File: src/rtl/calendar_pkg.sv
// Shared calendar constants and the month-length one-hot decode used by the date register.
// Day/month widths, month bounds and the 28/29/30/31 length encodings live here.
package calendar_pkg;

  localparam int DAY_W   = 5;
  localparam int MONTH_W = 4;

  localparam logic [MONTH_W-1:0] MONTH_JAN = 4'd1;
  localparam logic [MONTH_W-1:0] MONTH_DEC = 4'd12;

  localparam logic [DAY_W-1:0] DAY_MIN = 5'd1;
  localparam logic [DAY_W-1:0] DAY_MAX = 5'd31;

  localparam logic [DAY_W-1:0] LEN_28 = 5'd28;
  localparam logic [DAY_W-1:0] LEN_29 = 5'd29;
  localparam logic [DAY_W-1:0] LEN_30 = 5'd30;
  localparam logic [DAY_W-1:0] LEN_31 = 5'd31;

  typedef struct packed {
    logic             valid;
    logic [DAY_W-1:0] days;
  } month_len_t;

  // Exactly one of the four inputs must be high; anything else is flagged invalid.
  function automatic month_len_t decode_len(input logic m28, input logic m29,
                                            input logic m30, input logic m31);
    month_len_t r;
    r.valid = 1'b1;
    r.days  = DAY_MAX;
    case ({m28, m29, m30, m31})
      4'b1000: r.days = LEN_28;
      4'b0100: r.days = LEN_29;
      4'b0010: r.days = LEN_30;
      4'b0001: r.days = LEN_31;
      default: r.valid = 1'b0;
    endcase
    return r;
  endfunction

endpackage

File: src/rtl/year_counter.sv
// Year offset register (years since 2000) with load, wrap-to-zero increment and leap flag.
// Leap is simply year[1:0]==0, which is correct for the 2000..2099 window.
module year_counter #(
  parameter int YEAR_W     = 7,
  parameter int YEAR_MAX   = 99,
  parameter int YEAR_RESET = 0
) (
  input  logic              clk,
  input  logic              rst,
  input  logic              inc,
  input  logic              load,
  input  logic [YEAR_W-1:0] load_value,
  output logic [YEAR_W-1:0] year,
  output logic              leap
);

  logic [YEAR_W-1:0] year_reg;
  logic [YEAR_W-1:0] year_next;

  always_comb begin
    year_next = year_reg;
    if (load) begin
      year_next = load_value;
    end else if (inc) begin
      year_next = (year_reg == YEAR_W'(YEAR_MAX)) ? '0 : year_reg + YEAR_W'(1);
    end
  end

  always_ff @(posedge clk) begin
    if (rst) begin
      year_reg <= YEAR_W'(YEAR_RESET);
    end else begin
      year_reg <= year_next;
    end
  end

  assign year = year_reg;
  assign leap = (year_reg[1:0] == 2'b00);

endmodule

File: src/rtl/date_counter.sv
// Day/month/year calendar register advancing one day per tick, with load validation.
// Month length arrives combinationally from an external decoder driven by month_out/leap_out.
module date_counter
  import calendar_pkg::*;
#(
  parameter int YEAR_W     = 7,
  parameter int YEAR_MAX   = 99,
  parameter int YEAR_RESET = 0
) (
  input  logic               clk,
  input  logic               rst,
  input  logic               tick,
  input  logic               load,
  input  logic [DAY_W-1:0]   load_day,
  input  logic [MONTH_W-1:0] load_month,
  input  logic [YEAR_W-1:0]  load_year,
  input  logic               m28,
  input  logic               m29,
  input  logic               m30,
  input  logic               m31,
  output logic [DAY_W-1:0]   day_out,
  output logic [MONTH_W-1:0] month_out,
  output logic               leap_out,
  output logic [YEAR_W-1:0]  year_out,
  output logic               month_wrap,
  output logic               year_wrap,
  output logic               load_err,
  output logic               len_err
);

  logic [DAY_W-1:0]   day_reg,   day_next;
  logic [MONTH_W-1:0] month_reg, month_next;
  logic month_wrap_reg, month_wrap_next;
  logic year_wrap_reg,  year_wrap_next;
  logic load_err_reg,   load_err_next;
  logic len_err_reg,    len_err_next;

  month_len_t len_info;
  logic       load_ok;
  logic       at_month_end;
  logic       year_inc;
  logic       year_load;

  always_comb begin
    len_info     = decode_len(m28, m29, m30, m31);
    // Day range is not checked against month length; over-length days roll on the next tick.
    load_ok      = (load_month >= MONTH_JAN) && (load_month <= MONTH_DEC) &&
                   (load_day >= DAY_MIN) && (load_day <= DAY_MAX) &&
                   (load_year <= YEAR_W'(YEAR_MAX));
    at_month_end = (day_reg >= len_info.days);

    day_next        = day_reg;
    month_next      = month_reg;
    month_wrap_next = 1'b0;
    year_wrap_next  = 1'b0;
    load_err_next   = 1'b0;
    len_err_next    = len_err_reg;
    year_inc        = 1'b0;
    year_load       = 1'b0;

    if (load) begin
      if (load_ok) begin
        day_next     = load_day;
        month_next   = load_month;
        year_load    = 1'b1;
        len_err_next = 1'b0;
      end else begin
        load_err_next = 1'b1;
      end
    end else if (tick) begin
      if (!len_info.valid) begin
        len_err_next = 1'b1;
      end else if (!at_month_end) begin
        day_next = day_reg + DAY_W'(1);
      end else begin
        day_next        = DAY_MIN;
        month_wrap_next = 1'b1;
        if (month_reg < MONTH_DEC) begin
          month_next = month_reg + MONTH_W'(1);
        end else begin
          month_next     = MONTH_JAN;
          year_wrap_next = 1'b1;
          year_inc       = 1'b1;
        end
      end
    end
  end

  always_ff @(posedge clk) begin
    if (rst) begin
      day_reg        <= DAY_MIN;
      month_reg      <= MONTH_JAN;
      month_wrap_reg <= 1'b0;
      year_wrap_reg  <= 1'b0;
      load_err_reg   <= 1'b0;
      len_err_reg    <= 1'b0;
    end else begin
      day_reg        <= day_next;
      month_reg      <= month_next;
      month_wrap_reg <= month_wrap_next;
      year_wrap_reg  <= year_wrap_next;
      load_err_reg   <= load_err_next;
      len_err_reg    <= len_err_next;
    end
  end

  year_counter #(
    .YEAR_W     (YEAR_W),
    .YEAR_MAX   (YEAR_MAX),
    .YEAR_RESET (YEAR_RESET)
  ) u_year (
    .clk        (clk),
    .rst        (rst),
    .inc        (year_inc),
    .load       (year_load),
    .load_value (load_year),
    .year       (year_out),
    .leap       (leap_out)
  );

  assign day_out    = day_reg;
  assign month_out  = month_reg;
  assign month_wrap = month_wrap_reg;
  assign year_wrap  = year_wrap_reg;
  assign load_err   = load_err_reg;
  assign len_err    = len_err_reg;

endmodule
File: config.mk
export PLATFORM = sky130hd
export DESIGN_NAME = date_counter
export DESIGN_NICKNAME = d
export VERILOG_FILES = /design/src/rtl/calendar_pkg.sv /design/src/rtl/year_counter.sv /design/src/rtl/date_counter.sv
export SDC_FILE = /design/constraint.sdc
export NUM_CORES = 1
export LEC_CHECK = 0
export CORE_MARGIN = 8
export CORE_UTILIZATION = 50
export DETAILED_ROUTE_END_ITERATION = 7
export GPL_TIMING_DRIVEN = 0
export PLACE_DENSITY_LB_ADDON = 0.08
export SETUP_SLACK_MARGIN = 0.2
export SYNTH_ARGS = -nofsm -noshare
export SYNTH_HDL_FRONTEND = slang
export SYNTH_SLANG_ARGS = --single-unit
File: constraint.sdc
create_clock -name clk -period 5.6 [get_ports clk]
set_input_delay 1.4 -clock clk [delete_from_list [all_inputs] [get_ports clk]]
set_output_delay 1.4 -clock clk [all_outputs]
set_load 0.1 [all_outputs]
Word level (Yosys, flattened, before mapping)
Index checks and enable logic that the tools add are counted.

Register bits after elaboration: 20. Input port bits: 24. Output and inout bits: 21. Logic and storage cells: 71.

Add/subtract/negate cells: 3. $lt $le $gt $ge: 7. Equality and inequality tests: 7. Multiplexer cells: 29. Bitwise gates (word level): 3. Reduce and logical (&&, ||, !) cells: 15.

Operators with widths (number): 2-to-1 mux 5 bit (5); 2-to-1 mux 4 bit (6); 2-to-1 mux 7 bit (3); 2-to-1 mux 1 bit (14); nonzero test 2 bit (4); OR reduction 4 bit (2); adder 7 x 1 -> 7 bit, second input constant (1); == test 7 bit, second input constant (1); less-or-equal comparator 7 bit, second input constant (1); one-hot mux 2 bit (3 select lines) (1); AND reduction 3 bit (2); adder 5 x 1 -> 5 bit, second input constant (1); >= comparator 5 x 1 -> 1 bit, second input constant (1); >= comparator 5 bit (1); less-or-equal comparator 5 bit, second input constant (1); adder 4 x 1 -> 4 bit, second input constant (1); == test 4 x 1 -> 1 bit, second input constant (1); == test 4 x 2 -> 1 bit, second input constant (1); == test 4 x 3 -> 1 bit, second input constant (1); == test 4 bit, second input constant (1); >= comparator 4 x 1 -> 1 bit, second input constant (1); less-or-equal comparator 4 bit, second input constant (1); logical AND 1 bit (4); less-than comparator 4 bit, second input constant (1); other kinds (6) (8).

Longest topological paths before layout
Gate-level depths: netlist of run 1.

Depth after elaboration: 9. Mapped depth: 9. Depth with buffers taken out: 8.

Cells and area by module
A second synthesis of run 1 with hierarchy kept.

Cell total of the unflattened synthesis: 161. Area total of the unflattened synthesis: 1365.1 um^2.

By module, submodules not included: date_counter (instances 1, cells an instance 107, area each 913.4 um^2, sequential area each 260.2 um^2); year_counter (instances 1, cells an instance 54, area each 451.7 um^2, sequential area each 140.1 um^2).

Worst setup path after synthesis of run 1
Ideal clock, no wire load.

Path kind: input-to-reg. Start point: input port m28. End point: register u_year.year_reg[2], in the netlist u_year.year[2]. Library setup time: 134 ps. Data arrival time: 3259 ps. Data required time: 5466 ps. Slack: 2207 ps. Cell stages on the path: 9. Buffers on the path: 1. Cells stage by stage: clkbuf_2 -> xnor2_1 -> or3_1 -> ha_1 -> nor3b_1 -> nor3_2 -> nor2_1 -> a2111oi_1 -> a211oi_1.

Word-level cells in the longest chain between the ends: 8. Elaborated cells on any way between the ends: 13. Those cells by class: order compare (1); eq/ne (4); mux (6); reduce/logical (2).

Ends and longest elaborated chain: start, declared (RTL line date_counter.sv:17) `input logic m28,`; == test 4 x 2 -> 1 bit (tied with other cells) (RTL line calendar_pkg.sv:30) `case ({m28, m29, m30, m31})`; one-hot mux 2 bit (3 select lines) (RTL line calendar_pkg.sv:30); >= comparator 5 bit (RTL line date_counter.sv:50) `at_month_end = (day_reg >= len_info.days);`; 2-to-1 mux 1 bit; 2-to-1 mux 1 bit * (2 in series); 2-to-1 mux 1 bit * (RTL line date_counter.sv:61) `if (load) begin`; nonzero test 2 bit (no source line) *; end signal, assigned (RTL line year_counter.sv:31) `year_reg <= YEAR_W'(YEAR_RESET);`; end signal, assigned (RTL line year_counter.sv:33) `year_reg <= year_next;`; end, declared (RTL line year_counter.sv:17) `logic [YEAR_W-1:0] year_reg;`.

Every way passes the cells marked *; elsewhere a longest branch is shown, timed or not. A chain may end at the register's enable or synchronous reset.

Worst setup path in the final report of run 1
Start point: input port m30. End point: register u_year.year_reg[2], in the netlist u_year.year[2].

Word-level cells in the longest chain between the ends: 8. Elaborated cells on any way between the ends: 13. Those cells by class: order compare (1); eq/ne (4); mux (6); reduce/logical (2).

Ends and longest elaborated chain: start, declared (RTL line date_counter.sv:19) `input logic m30,`; == test 4 x 2 -> 1 bit (tied with other cells) (RTL line calendar_pkg.sv:30); one-hot mux 2 bit (3 select lines) (RTL line calendar_pkg.sv:30); >= comparator 5 bit (RTL line date_counter.sv:50); 2-to-1 mux 1 bit; 2-to-1 mux 1 bit * (2 in series); 2-to-1 mux 1 bit * (RTL line date_counter.sv:61); nonzero test 2 bit (no source line) *.

Marks and branches as above.

==> results by group, run 1 <==
Routing
  – Routed vias: 1728
  – Routed length per placed instance: 18.95 um
  – Avg Vias per Cell: 6.724
  – Remaining number of nets flagged by the antenna check after routing: 0
  – Final routed wirelength across all metal layers: 4869 um
  – Detailed-routing iteration count for the pre-antenna-repair pass: 5
  – DRC errors left: 0
  – Starting DRT DRC Count: 244

Clock tree
  – Register clock-pin slew on the reported worst setup and hold paths: 0.13 ns
  – Clock tree from TritonCTS: done
  – Post-CTS Setup Inserts: 0
  – Post-cts hold buffer count: 0
  – Clock buffer count from CTS: 3
  – CTS root buffer: sky130_fd_sc_hd__clkbuf_4
  – # resized after CTS: 0
  – Number of clock sinks: 20
  – Insertion delay to the later sink of the worst-skew pair: 0.32 ns
  – CTS H-tree lvls: 1
  – Max clock buf depth: 2

Worst setup path
  – CP startpoint kind: input port
  – FF-to-FF path depth: 7
  – Setup Crit Path Kind: input port to flop
  – Cell-by-cell listing of the critical path: clkdlybuf4s50_1, xnor2_1, or3_1, ha_1, nor3b_1, nor3_2, nor2_1, a2111oi_1, a211oi_1
  – Library cell contributing the largest single delay on the critical path: sky130_fd_sc_hd__nor3_2
  – WP data required: 5.80 ns
  – Worst stage delay on the critical path: 0.54 ns
  – R2R Path Start: day_out[0]
  – Data arrival time of the critical path: 4.01 ns
  – Setup crit end kind: flop
  – Capture point of the worst reg-to-reg path: u_year.year[2]
  – Critical-path maximum fanout: 9
  – R2R Setup Slk: 3.29 ns

Timing
  – Worst slew slack as a fraction of its limit: 34.11%
  – Shortest period the worst path allows: 3.810 ns
  – Unrepaired setup endpoints after global routing: no
  – Total negative slack: 0 ns
  – Slew Limit Fails: 0
  – Final setup vio count: 0
  – Setup slack after layout: 1.790 ns
  – Worst setup skew after layout: 0.01362 ns
  – Max frequency: 262.4 MHz
  – Final Hold Fails: 0
  – Slew at the pin closest to its max-slew limit: 0.9853 ns
  – Part of the cycle the worst path needs: 68.04%

Synthesis
  – Commonest cells post-synth: 20 x sky130_fd_sc_hd__dfxtp_1, 15 x sky130_fd_sc_hd__nor2_1, 15 x sky130_fd_sc_hd__nor3_1, 11 x sky130_fd_sc_hd__inv_1, 11 x sky130_fd_sc_hd__nand2_1
  – Largest cells by area after synthesis: sky130_fd_sc_hd__dfxtp_1 27%, sky130_fd_sc_hd__ha_1 5.1%, sky130_fd_sc_hd__nor3_1 5.1%, sky130_fd_sc_hd__nand2b_1 3.8%, sky130_fd_sc_hd__nor2_1 3.8%
  – Post-Syn Area: 1476 um2
  – Yosys reg bits: 20
  – Area leader, netlist: sky130_fd_sc_hd__dfxtp_1
  – Register area share after synthesis: 27.12%
  – Portion of synthesized cell area occupied by the leading cell type: 27.12%
  – Net count of the mapped netlist: 211
  – Count of cell types in the netlist: 55
  – Number of synthesized flops with an enable pin: 0
  – Synthesized instance count: 181
  – Syn_area_per_cell: 8.157 um2
  – Yosys warning total: 0
  – Post-synth ARST share: 0%
  – Leading cell type by number of instances after synthesis: sky130_fd_sc_hd__dfxtp_1
  – Most used flip-flop cell after synthesis: sky130_fd_sc_hd__dfxtp_1

Finish
  – Antenna diodes: 0
  – Number of standard cells in the layout, taps in and fillers out: 257
  – Area occupied by multi-input gates: 979.7 um2
  – Flip-flop and latch area: 400.4 um2
  – Share of post-route cells with drive strength above 1: 7.080%
  – Area growth from synthesis to layout: 32.63%
  – Number of inserted filler cells in the final layout: 248
  – Layout net count: 258
  – Max reg flops: 7

Global routing
  – GR met2 Demand/Resource: 31.19%
  – Global route total overflow: 0
  – Vias in the first global route: 1598
  – Maximum number of pins on one net before global-route repair: 11
  – Global-route wire length before repair: 7914 um
  – Top Usage Layer GRT: met2
  – GRT met1 Usage: 22.69%
  – Global-route usage over all layers: 18.87%
  – Initial antenna violation count: 0
  – Met3 track demand over resource in global routing: 5.791%

Place
  – Placer's final routability congestion estimate: 0.8625
  – Worst-case setup slack after placement: 1.509 ns
  – Detailed Place HPWL: 3680 um
  – Number of placed instances with taps included: 254
  – Quantity of I/O buffers inserted on ports: 42

Floorplan
  – Floorplan die area: 4948 um2
  – Number of placed I/O pins: 45
  – Row count: 19
  – Die height: 70.34 um
  – Starting density of the core: 53.08%
  – Core box area: 2781 um2
  – Die width: 70.34 um

Power and ir drop
  – Leakage Power: 0.6961 nW
  – Pwr dens: 220.1 nW/um2
  – Maximum VDD drop: 0.1819 mV

Worst hold path
  – Capture endpoint of the worst hold path: month_out[1]
  – Worst Hold Path Cells: 2
  – Min-delay src: month_out[1]
  – HP Class: flop to flop

Job
  – # Max-Cap Violations: 0

Run status
  – Run status: finished, final reports clean
[per-stage QoR]
step                      hold WS, ns  utilization (%)  instance area [um2]  total power, W
final                          0.5137            70.40                 1958       0.0004309
after global routing           0.5483            70.40                 1958       0.0004461
after CTS                      0.5149            70.40                 1958       0.0004274
after detailed placement       0.4905            69.59                 1936       0.0003565
after global placement         0.4821            69.59                 1936       0.0003529
after floorplan                0.9125                -                 1476       0.0003012
[critical path, delay by kind of cell]
kind	cells	cell delay, ns
and+or+nand+nor	4	1.24
AOI/OAI and AO/OA	2	0.51
buffers and inverters	1	0.49
adders and majority gates	1	0.20
xor gates and xnor gates	1	0.16
[logic make-up after synthesis]
| kind of cell | after synthesis | share of synthesized area (%) |
|---|---|---|
| buffers and inverters | 20 | 6.525 |
| and+or+nand+nor | 77 | 28.39 |
| AOI/OAI and AO/OA | 49 | 27.29 |
| adders and majority gates | 6 | 5.085 |
| xor gates and xnor gates | 6 | 3.559 |
| DFF | 20 | 27.12 |
| muxes | 3 | 2.034 |
[layout by cell type (no fill, tap or decap), types with 5 or more instances in the layout]
cell / instances
sky130_fd_sc_hd__nand2_1: 11
sky130_fd_sc_hd__a21oi_1: 5
sky130_fd_sc_hd__nor2_1: 15
sky130_fd_sc_hd__inv_1: 11
sky130_fd_sc_hd__clkdlybuf4s50_1: 42
sky130_fd_sc_hd__nor3_1: 15
sky130_fd_sc_hd__clkbuf_1: 5
sky130_fd_sc_hd__nand2b_1: 9
sky130_fd_sc_hd__dfxtp_1: 20
sky130_fd_sc_hd__ha_1: 6
sky130_fd_sc_hd__nand3_1: 6
[worst max path at each step]
stage	from	to	slack [ns]	cells after the start
6_report	m30	u_year.year[2]	1.79	9
4_1_cts	m30	u_year.year[2]	1.84	9
3_5_place_dp	m30	u_year.year[2]	1.51	9
2_1_floorplan	m28	u_year.year[2]	2.21	9
3_3_place_gp	m30	u_year.year[2]	1.58	9
5_1_grt	m30	u_year.year[6]	1.70	9
[per-layer routing]
layer / share of wire [%] / vias up
met4: 1.7 / 0
li1: - / 792
met2: 48 / 114
met5: 0 / -
met3: 9.1 / 14
met1: 41 / 808
[cell type report]
cell class / instances / area share, %
well taps: 31 / 1.981
multi-input cells: 141 / 50.03
plain buffers: 9 / 2.811
inverters: 11 / 2.109
clock buffers: 3 / 1.150
repair buffers: 42 / 21.47
flip-flops and latches: 20 / 20.45
[power by group]
group,switching [W],internal [W],total (W)
logic,0.000127,0.0000617,0.000189
registers,0.0000148,0.000152,0.000166
clock network,0.0000501,0.0000252,0.0000753
total,0.000192,0.000239,0.000431
(Power assumes the default switching activity.)
==> run 2: changes to the inputs <==
--- a/config.mk
+++ b/config.mk
@@ -6,7 +6,7 @@
 export NUM_CORES = 1
 export LEC_CHECK = 0
 export CORE_MARGIN = 8
-export CORE_UTILIZATION = 50
+export CORE_UTILIZATION = 42
 export DETAILED_ROUTE_END_ITERATION = 7
 export GPL_TIMING_DRIVEN = 0
 export PLACE_DENSITY_LB_ADDON = 0.08
==> constraint.sdc (replaced) <==
create_clock -name clk -period 3.05 [get_ports clk]
set_input_delay 0.7625 -clock clk [delete_from_list [all_inputs] [get_ports clk]]
set_output_delay 0.7625 -clock clk [all_outputs]
set_load 0.1 [all_outputs]
==> run 2 against run 1 <==
Effect of this change:
- power increased by 91%
- clock power increased by 120%
- hold slack better by 0.00054 ns
- utilization is 9.7 points lower
- critical path depth is 8 lower
- sequential share of layout area fell by 0.83 points
- sequential cell count did not move
- largest power group unchanged
==> results by group, run 2 (synthesis results as in run 1) <==
Run status
  – Run status: finished, final reports clean

Floorplan
  – Starting density of the core: 43.90%
  – Floorplan die area: 5669 um2
  – Row count: 21
  – Core box area: 3363 um2
  – Number of placed I/O pins: 45
  – Die height: 75.29 um
  – Die width: 75.29 um

Global routing
  – Met3 track demand over resource in global routing: 5.789%
  – Maximum number of pins on one net before global-route repair: 12
  – Global-route usage over all layers: 17.17%
  – Global-route wire length before repair: 7707 um
  – GRT met1 Usage: 20.49%
  – Global route total overflow: 0
  – Vias in the first global route: 1582
  – Top Usage Layer GRT: met2
  – Initial antenna violation count: 0
  – GR met2 Demand/Resource: 29.72%

Finish
  – Max reg flops: 7
  – Antenna diodes: 0
  – Design Area, Final: 2041 um2
  – Layout net count: 259
  – Number of inserted filler cells in the final layout: 339
  – Final core area utilization: 60.68%
  – Share of post-route cells with drive strength above 1: 10.09%
  – Area growth from synthesis to layout: 38.22%
  – Leading cell type in the layout, fill and taps excluded: sky130_fd_sc_hd__clkdlybuf4s50_1
  – Area occupied by multi-input gates: 1017 um2
  – Flip-flop and latch area: 400.4 um2
  – Commonest cells after routing, fill and taps aside: 40 x sky130_fd_sc_hd__clkdlybuf4s50_1, 20 x sky130_fd_sc_hd__dfxtp_1, 14 x sky130_fd_sc_hd__nor3_1, 13 x sky130_fd_sc_hd__nor2_1

Timing
  – Worst slew slack as a fraction of its limit: 34.15%
  – Slew at the pin closest to its max-slew limit: 0.9847 ns
  – Unrepaired setup endpoints after global routing: no
  – Max frequency: 359.4 MHz
  – Slew Limit Fails: 0
  – Worst hold slack after final layout: 0.5143 ns
  – Final setup vio count: 0
  – Part of the cycle the worst path needs: 91.21%
  – Worst setup skew after layout: 0.01076 ns
  – Final Hold Fails: 0
  – Shortest period the worst path allows: 2.782 ns
  – Total negative slack: 0 ns

Worst setup path
  – Cell-by-cell listing of the critical path: clkdlybuf4s50_1
  – Setup Crit Path Kind: flop to primary output
  – CP startpoint kind: flop
  – Setup crit end kind: primary output
  – Worst Path Buf+Inv: 1
  – Worst stage delay on the critical path: 1.20 ns
  – Kind of cell with the highest combined delay on the critical path: buffers and inverters
  – Data arrival time of the critical path: 2.02 ns
  – R2R Path Start: day_out[0]
  – WP data required: 2.29 ns
  – Worst setup path startpoint: u_year.year[3]
  – Library cell contributing the largest single delay on the critical path: sky130_fd_sc_hd__clkdlybuf4s50_1
  – Critical-path maximum fanout: 8

Power and ir drop
  – Pwr dens: 403.5 nW/um2
  – Leakage Power: 0.7276 nW
  – Maximum VDD drop: 0.2455 mV

Routing
  – Detailed-routing iteration count for the pre-antenna-repair pass: 5
  – DRC errors left: 0
  – Remaining number of nets flagged by the antenna check after routing: 0
  – Final routed wirelength across all metal layers: 4747 um
  – Starting DRT DRC Count: 191
  – Avg Vias per Cell: 5.920
  – Routed length per placed instance: 17.32 um
  – Routed vias: 1622

Clock tree
  – CTS H-tree lvls: 1
  – Register clock-pin slew on the reported worst setup and hold paths: 0.13 ns
  – Post-cts hold buffer count: 0
  – CTS root buffer: sky130_fd_sc_hd__clkbuf_4
  – Clock buffer count from CTS: 3
  – Clock tree from TritonCTS: done
  – Insertion delay to the later sink of the worst-skew pair: 0.32 ns
  – Number of clock sinks: 20
  – Max clock buf depth: 2

Place
  – Detailed Place HPWL: 3542 um
  – Placer's final routability congestion estimate: 0.9240
  – Area post-placement: 1954 um2
  – Quantity of I/O buffers inserted on ports: 42

Worst hold path
  – HP Class: flop to flop
  – Min-delay src: month_out[1]

Job
  – # Max-Cap Violations: 0
-- run 2: cell types whose count changed in the layout (fill, tap and decap cells not counted), sizes merged --
| cell | delta |
|---|---|
| buf | +1 |
| dlymetal6s2s | +2 |
| clkbuf | +1 |
| clkdlybuf4s50 | -2 |
-- run 2: final cells by class --
type,count,share of cell area [%]
Tap cell,46,2.820
Timing Repair Buffer,43,21.21
Clock buffer,4,1.778
Buffer,9,2.698
Multi-Input combinational cell,141,49.85
Sequential cell,20,19.62
Inverter,11,2.023
-- run 2: metal layers --
layer  vias to the layer above  routed length (um)
met5                         -                   0
met4                         0                  28
met3                         4                 460
met2                        65                2331
met1                       761                1927
li1                        792                   -
-- run 2: what timing repair did --
action	in CTS	in global routing
pin swaps	1	2
cloned	0	0
setup buffers	1	0
gates resized for setup	6	5
endpoints found under the setup margin	13	9
-- run 2: final timing paths --
check,slack (ns),to,depth (start not counted)
worst min register to register,0.51,month_out[1],2
worst min-delay path,0.51,month_out[1],2
worst max register to register,1.06,day_out[0],7
worst max-delay path,0.27,year_out[3],1
-- run 2: power breakdown --
group	switching, W	internal (W)	leakage, nW
Combinational	0.000235	0.000116	0.543
Sequential	0.0000271	0.000279	0.164
Clock	0.0000942	0.0000729	0.0210
Total	0.000356	0.000467	0.728
-- run 2: stage by stage --
step	worst slack [ns]	power (W)	cells
final	0.2680	0.0008235	274
after detailed placement	-0.4194	0.0006542	269
after floorplan	0.2943	0.0005531	181
after global placement	-0.3743	0.0006491	269
after global routing	0.2123	0.0008578	274
after CTS	0.2002	0.0008197	274
